**config.mk**
```make
export PLATFORM = sky130hd
export DESIGN_NAME = acc_share_ctrl_flat
export DESIGN_NICKNAME = d
export VERILOG_FILES = /design/src/rtl/acc_share_ctrl_if.sv /design/src/rtl/acc_share_ctrl.sv /design/src/flat_wrapper.sv
export SDC_FILE = /design/constraint.sdc
export NUM_CORES = 1
export LEC_CHECK = 0
export CAP_MARGIN = 20
export CORE_ASPECT_RATIO = 0.9
export CORE_MARGIN = 4
export CORE_UTILIZATION = 52
export CTS_BUF_LIST = sky130_fd_sc_hd__clkbuf_4
export CTS_CLUSTER_DIAMETER = 50
export DETAILED_ROUTE_END_ITERATION = 8
export PLACE_DENSITY = 0.87
export SYNTH_ARGS = -nofsm -noshare
export SYNTH_HDL_FRONTEND = slang
export SYNTH_SLANG_ARGS = --single-unit
```
**constraint.sdc**
```tcl
create_clock -name clk -period 4.4 [get_ports clk]
set_input_delay 0.44 -clock clk [delete_from_list [all_inputs] [get_ports clk]]
set_output_delay 0.44 -clock clk [all_outputs]
set_load 0.02 [all_outputs]
```
**src/rtl/acc_share_ctrl_if.sv**
```systemverilog
// Handshake bundle between the producers and the shared accumulator controller.
// The producer side drives req/data/clr_req; the controller returns grant, ack and the running sum.
interface acc_share_ctrl_if #(
   parameter int NREQ = 4,
   parameter int DW   = 4,
   parameter int AW   = 8
);
   logic [NREQ-1:0]    req;
   logic [NREQ*DW-1:0] data;
   logic               clr_req;
   logic [NREQ-1:0]    gnt;
   logic [2:0]         owner;
   logic               ack;
   logic               busy;
   logic [AW-1:0]      acc_out;
   logic               ovf;

   modport master (
      output req, data, clr_req,
      input  gnt, owner, ack, busy, acc_out, ovf
   );

   modport slave (
      input  req, data, clr_req,
      output gnt, owner, ack, busy, acc_out, ovf
   );
endinterface

```
**src/rtl/acc_share_ctrl.sv**
```systemverilog
// Round-robin sharing of one accumulator among NREQ requesters: IDLE -> GRANT -> ACCUM per add.
// Define ACC_SHARE_SAT_EN to saturate the sum on carry-out instead of wrapping.
module acc_share_ctrl #(
   parameter int NREQ = 4,
   parameter int DW   = 4,
   parameter int AW   = 8
) (
   input  logic               clk,
   input  logic               reset,
   acc_share_ctrl_if.slave    bus
);

   typedef enum logic [1:0] {
      ST_IDLE  = 2'd0,
      ST_GRANT = 2'd1,
      ST_ACCUM = 2'd2
   } state_t;

   state_t            state_q, state_d;
   logic [NREQ-1:0]   gnt_q, gnt_d;
   logic [2:0]        owner_q, owner_d;
   logic [2:0]        ptr_q, ptr_d;
   logic              ack_q, ack_d;
   logic              busy_q, busy_d;
   logic [DW-1:0]     sel_q, sel_d;
   logic [AW-1:0]     acc_q, acc_d;
   logic              ovf_q, ovf_d;

   logic              hi_found_s, lo_found_s, win_found_s;
   logic [2:0]        hi_idx_s, lo_idx_s, win_idx_s;
   logic [NREQ-1:0]   win_onehot_s;
   logic              req_own_s;
   logic [DW-1:0]     data_own_s;
   logic [AW:0]       sum_s;

   function automatic logic [AW:0] acc_sum(input logic [AW-1:0] a, input logic [DW-1:0] b);
      return {1'b0, a} + (AW+1)'(b);
   endfunction

   // Round-robin search: first requester above ptr, otherwise first requester at or below ptr.
   always_comb begin
      hi_found_s = 1'b0;
      lo_found_s = 1'b0;
      hi_idx_s   = 3'd0;
      lo_idx_s   = 3'd0;
      for (int i = 0; i < NREQ; i++) begin
         if (bus.req[i] && (3'(i) > ptr_q) && !hi_found_s) begin
            hi_found_s = 1'b1;
            hi_idx_s   = 3'(i);
         end else if (bus.req[i] && !lo_found_s) begin
            lo_found_s = 1'b1;
            lo_idx_s   = 3'(i);
         end else begin
            hi_found_s = hi_found_s;
         end
      end
      win_found_s = hi_found_s | lo_found_s;
      if (hi_found_s) begin
         win_idx_s = hi_idx_s;
      end else begin
         win_idx_s = lo_idx_s;
      end
   end

   // Decode the winner to one-hot and pick out the current owner's request and addend.
   always_comb begin
      win_onehot_s = '0;
      req_own_s    = 1'b0;
      data_own_s   = '0;
      for (int i = 0; i < NREQ; i++) begin
         win_onehot_s[i] = (3'(i) == win_idx_s);
         if (3'(i) == owner_q) begin
            req_own_s  = bus.req[i];
            data_own_s = bus.data[i*DW +: DW];
         end else begin
            req_own_s  = req_own_s;
         end
      end
   end

   // Sum is one bit wider than the accumulator so the top bit is the carry-out.
   always_comb begin
      sum_s = acc_sum(acc_q, sel_q);
   end

   // Next-state and next-output logic for the transaction FSM.
   always_comb begin
      state_d = state_q;
      gnt_d   = gnt_q;
      owner_d = owner_q;
      ptr_d   = ptr_q;
      ack_d   = 1'b0;
      sel_d   = sel_q;
      acc_d   = acc_q;
      ovf_d   = ovf_q;
      case (state_q)
         ST_IDLE: begin
            if (bus.clr_req) begin
               acc_d = '0;
               ovf_d = 1'b0;
               gnt_d = '0;
            end else if (win_found_s) begin
               gnt_d   = win_onehot_s;
               owner_d = win_idx_s;
               state_d = ST_GRANT;
            end else begin
               gnt_d = '0;
            end
         end
         ST_GRANT: begin
            if (req_own_s) begin
               sel_d   = data_own_s;
               state_d = ST_ACCUM;
            end else begin
               // Requester dropped out: abort without touching ptr.
               gnt_d   = '0;
               state_d = ST_IDLE;
            end
         end
         ST_ACCUM: begin
`ifdef ACC_SHARE_SAT_EN
            if (sum_s[AW]) begin
               acc_d = {AW{1'b1}};
            end else begin
               acc_d = sum_s[AW-1:0];
            end
`else
            acc_d = sum_s[AW-1:0];
`endif
            ovf_d   = ovf_q | sum_s[AW];
            ack_d   = 1'b1;
            gnt_d   = '0;
            ptr_d   = owner_q;
            state_d = ST_IDLE;
         end
         default: begin
            gnt_d   = '0;
            state_d = ST_IDLE;
         end
      endcase
      busy_d = (state_d != ST_IDLE);
   end

   // State and output registers.
   always_ff @(posedge clk or negedge reset) begin
      if (!reset) begin
         state_q <= ST_IDLE;
         gnt_q   <= '0;
         owner_q <= 3'd0;
         ptr_q   <= 3'(NREQ-1);
         ack_q   <= 1'b0;
         busy_q  <= 1'b0;
         sel_q   <= '0;
         acc_q   <= '0;
         ovf_q   <= 1'b0;
      end else begin
         state_q <= state_d;
         gnt_q   <= gnt_d;
         owner_q <= owner_d;
         ptr_q   <= ptr_d;
         ack_q   <= ack_d;
         busy_q  <= busy_d;
         sel_q   <= sel_d;
         acc_q   <= acc_d;
         ovf_q   <= ovf_d;
      end
   end

   assign bus.gnt     = gnt_q;
   assign bus.owner   = owner_q;
   assign bus.ack     = ack_q;
   assign bus.busy    = busy_q;
   assign bus.acc_out = acc_q;
   assign bus.ovf     = ovf_q;

endmodule

```
**src/flat_wrapper.sv**
```systemverilog
// flat-port wrapper written by rule: the top's interface ports become plain ports
module acc_share_ctrl_flat 
#(
   parameter int NREQ = 4,
   parameter int DW   = 4,
   parameter int AW   = 8
)
  (clk, reset, bus_req, bus_data, bus_clr_req, bus_gnt, bus_owner, bus_ack, bus_busy, bus_acc_out, bus_ovf);
  acc_share_ctrl_if #(.NREQ(NREQ), .DW(DW), .AW(AW)) bus_i ();
  input  logic clk;
  input  logic reset;
  input wire logic [$bits(bus_i.req)-1:0] bus_req;
  input wire logic [$bits(bus_i.data)-1:0] bus_data;
  input wire logic [$bits(bus_i.clr_req)-1:0] bus_clr_req;
  output wire logic [$bits(bus_i.gnt)-1:0] bus_gnt;
  output wire logic [$bits(bus_i.owner)-1:0] bus_owner;
  output wire logic [$bits(bus_i.ack)-1:0] bus_ack;
  output wire logic [$bits(bus_i.busy)-1:0] bus_busy;
  output wire logic [$bits(bus_i.acc_out)-1:0] bus_acc_out;
  output wire logic [$bits(bus_i.ovf)-1:0] bus_ovf;
  assign bus_i.req = bus_req;
  assign bus_i.data = bus_data;
  assign bus_i.clr_req = bus_clr_req;
  assign bus_gnt = bus_i.gnt;
  assign bus_owner = bus_i.owner;
  assign bus_ack = bus_i.ack;
  assign bus_busy = bus_i.busy;
  assign bus_acc_out = bus_i.acc_out;
  assign bus_ovf = bus_i.ovf;
  acc_share_ctrl #(.NREQ(NREQ), .DW(DW), .AW(AW)) u_core (.clk(clk), .reset(reset), .bus(bus_i));
endmodule
```
==> impl_metrics.py <==
metrics = {
    "run_status": {
        "status": "completed",
    },
    "drt": {
        "wl_per_cell_um": 16.85,
        "drt_iter0_markers": 67,
        "drt-pass1-iter-count": 4,
        "wl_um": 3151,
        "vias": 1084,
        "ant_nets": 0,
        "drc_errors": 0,
        "via_per_inst": 5.797,
    },
    "clock_network": {
        "clk_pin_slew_ns": 0.14,
        "cts_htree_levels": 1,
        "clockBufferDepth": 2,
        "cts_tree": "done",
        "ctsHoldBuffers": 0,
        "cts_buffers": 3,
        "cts_setup_buffers": 0,
        "insertion_delay_ns": 0.32,
        "cts_num_sinks": 25,
        "ctsRootBufferMaster": "clkbuf_4",
        "cts_resized": 0,
    },
    "global_route": {
        "overflow": 0,
        "grt_max_degree": 26,
        "track_usage": 0.1876,
        "grt_pass1_wl_um": 5319,
        "use_met2": 0.3298,
        "grt_busiest_layer": "met2",
        "met3_usage": 0.04921,
        "met1_usage": 0.2314,
        "antenna_found_initial": 0,
        "grt_pass1_vias": 1156,
    },
    "placement": {
        "dp_hpwl_um": 2362,
        "place_ws_ns": 2.109,
        "routabilityCongestion": 0.8338,
        "port_buffers": 39,
    },
    "timing": {
        "setup_tns_ns": 0,
        "slew_headroom": 0.4812,
        "worstMarginPinSlew_ns": 0.7701,
        "setup_viol": 0,
        "fmax_mhz": 479.1,
        "finalCritPeriodShare": 0.4744,
        "fin_ws_ns": 2.313,
        "fin_skew_ns": 0.003392,
        "hold_violations": 0,
        "rsz0062_at_grt": "no",
        "min_period_ns": 2.087,
        "maxSlewViolCount": 0,
    },
    "die": {
        "core_sq_um": 2510,
        "die_x_um": 62.48,
        "fp.dieArea_sq_um": 3563,
        "initial_core_util": 0.5533,
        "fp.dieH_um": 57.03,
        "rows": 17,
        "ios": 41,
    },
    "power_and_ir_drop": {
        "netSwitchingPower_mw": 0.3759,
        "combPwrFrac": 0.482,
        "p_int_mw": 0.5897,
        "peakVddDrop_v": 0.0003375,
        "swShare": 0.3893,
        "seq_power_share": 0.409,
        "leakage_nw": 0.8194,
        "p_clk_frac": 0.108,
        "power_density_nw_per_um2": 526.1,
    },
    "finish": {
        "drive_gt1_frac": 0.1069,
        "nets": 188,
        "num_antenna_cells": 0,
        "area_growth_pct": 32.16,
    },
    "synth": {
        "syn_area_sq_um": 1389,
        "synth_fp_nets": 147,
        "synth_compound_area_frac": 0.1748,
        "synth_warnings": 0,
        "synth_edf_count": 0,
        "synth-simple-area-share": 0.1279,
        "synth_xor_area_frac": 0.01261,
        "async_reset_ff_frac": 1.000,
        "synth_flop_cell": "dfrtp_1",
        "ys_types": 46,
        "yosys-mux-area-fraction": 0.1414,
        "syn_avg_cell_area_sq_um": 11.67,
        "yosys_register_bits": 25,
        "synthAdderAreaFrac": 0.05045,
        "synth_top_family_by_area": "compound AO/OA/AOI/OAI gates",
        "synthCells": 119,
        "ys_seq_area_frac": 0.4523,
    },
    "critical_path": {
        "cp_num_buf_inv": 1,
        "critPathArrivalTime_ns": 1.65,
        "crit_path_end_kind": "primary output",
        "path_class": "flop to primary output",
        "required_ns": 3.96,
        "cpPeakStageDelay_ns": 0.70,
        "cp_max_fo": 10,
        "startpoint_type": "flop",
        "critPathTopFamily": "buffers and inverters",
        "cpMaxStageDelayCell": "clkdlybuf4s50_1",
        "path_cells": "clkdlybuf4s50_1",
    },
    "run": {
        "cap_violations": 0,
    },
    "hold_path": {
        "hp-class": "input pin to async pin",
    },
}
per-layer routing:
metal / up-vias / share of wire
li1: 520 / -
met1: 528 / 0.44
met2: 32 / 0.50
met3: 4 / 0.049
met4: 0 / 0.013
met5: - / 0
stage by stage:
stage	util	instance area, sq um	power (mW)	hold slack (ns)	cells
6_report	0.7313	1836	0.9656	0.3691	187
5_1_grt	0.7313	1836	1.039	0.3567	187
4_1_cts	0.7203	1808	0.9649	0.4974	186
3_5_place_dp	0.7094	1780	0.8593	0.4777	182
3_3_place_gp	0.7094	1780	0.8354	0.4719	182
2_1_floorplan	-	1389	0.7059	0.1444	119
sequential cells by signal, summed over array words and instances (netlist names):
| register | cells |
|---|---|
| u_core.bus.ack | 1 |
| u_core.sel_q | 4 |
| u_core.ptr_q | 2 |
| u_core.state_q | 2 |
| u_core.bus.owner | 2 |
| u_core.bus.acc_out | 8 |
| u_core.bus.busy | 1 |
| u_core.bus.ovf | 1 |
| u_core.bus.gnt | 4 |
Yosys cell counts (3+ instances only):
cell	n	area [sq um]
dfrtp_1	23	575.6
a22o_1	5	43.79
nand3_1	3	15.01
nor2_1	4	15.01
a21oi_1	5	25.02
nand2b_1	3	18.77
ha_1	4	50.05
o21ai_0	5	25.02
nor2b_1	3	18.77
inv_1	3	11.26
mux4_1	4	105.1
mux2_4	4	60.06
nand2_1	13	48.80
path summary, 6_finish.rpt:
kind,from,end,slack (ns),cells past startpoint
worst max-delay path,u_core.bus.owner[0]$_DFFE_PN0P_,bus_owner[0],2.31,1
max in group asynchronous,reset,u_core.ptr_q[1]$_DFFE_PN1P_,3.53,2
worst min-delay path,reset,u_core.bus.acc_out[3]$_DFFE_PN0P_,0.37,1
worst max register to register,u_core.bus.acc_out[0]$_DFFE_PN0P_,u_core.bus.ovf$_DFFE_PN0P_,2.40,6
worst min register to register,u_core.ptr_q[0]$_DFFE_PN1P_,u_core.ptr_q[0]$_DFFE_PN1P_,0.49,2
min in group clk,u_core.ptr_q[0]$_DFFE_PN1P_,u_core.ptr_q[0]$_DFFE_PN1P_,0.49,2
cell families (layout without fill, tap and decap cells):
| family | Yosys count | after routing |
|---|---|---|
| flops | 25 | 25 |
| buf+inv | 9 | 49 |
| other cells | 1 | 1 |
| mux | 11 | 11 |
| simple gates | 35 | 35 |
| compound gates | 31 | 31 |
| fa+ha+maj | 5 | 5 |
| xor+xnor | 2 | 2 |
final cells by class:
type / instances / area [sq um]
Clock buffer: 3 / 22.52
Multi-Input combinational cell: 85 / 708.2
Fill cell: 184 / 674.4
Tap cell: 28 / 35.03
Inverter: 5 / 18.77
Timing Repair Buffer: 40 / 417.9
Sequential cell: 25 / 628.1
Clock inverter: 1 / 5.005
placed cells by master, fill, tap and decap left out, types with 3 or more instances in the layout:
cell / synthesis / routed
a21oi_1: 5 / 5
a22o_1: 5 / 5
clkbuf_4: 0 / 3
clkdlybuf4s50_1: 0 / 39
dfrtp_1: 23 / 23
ha_1: 4 / 4
inv_1: 3 / 3
mux2_4: 4 / 4
mux4_1: 4 / 4
nand2_1: 13 / 13
nand2b_1: 3 / 3
nand3_1: 3 / 3
nor2_1: 4 / 4
nor2b_1: 3 / 3
o21ai_0: 5 / 5
power by group through the flow:
stage | combinational [mW] | sequential [mW] | clock (mW)
after global placement | 0.441 | 0.394 | 0
after floorplan | 0.299 | 0.407 | 0
final | 0.466 | 0.395 | 0.105
after CTS | 0.464 | 0.395 | 0.107
after global routing | 0.512 | 0.409 | 0.118
after detailed placement | 0.461 | 0.398 | 0
Note: power is estimated with default switching activity, not from simulation.
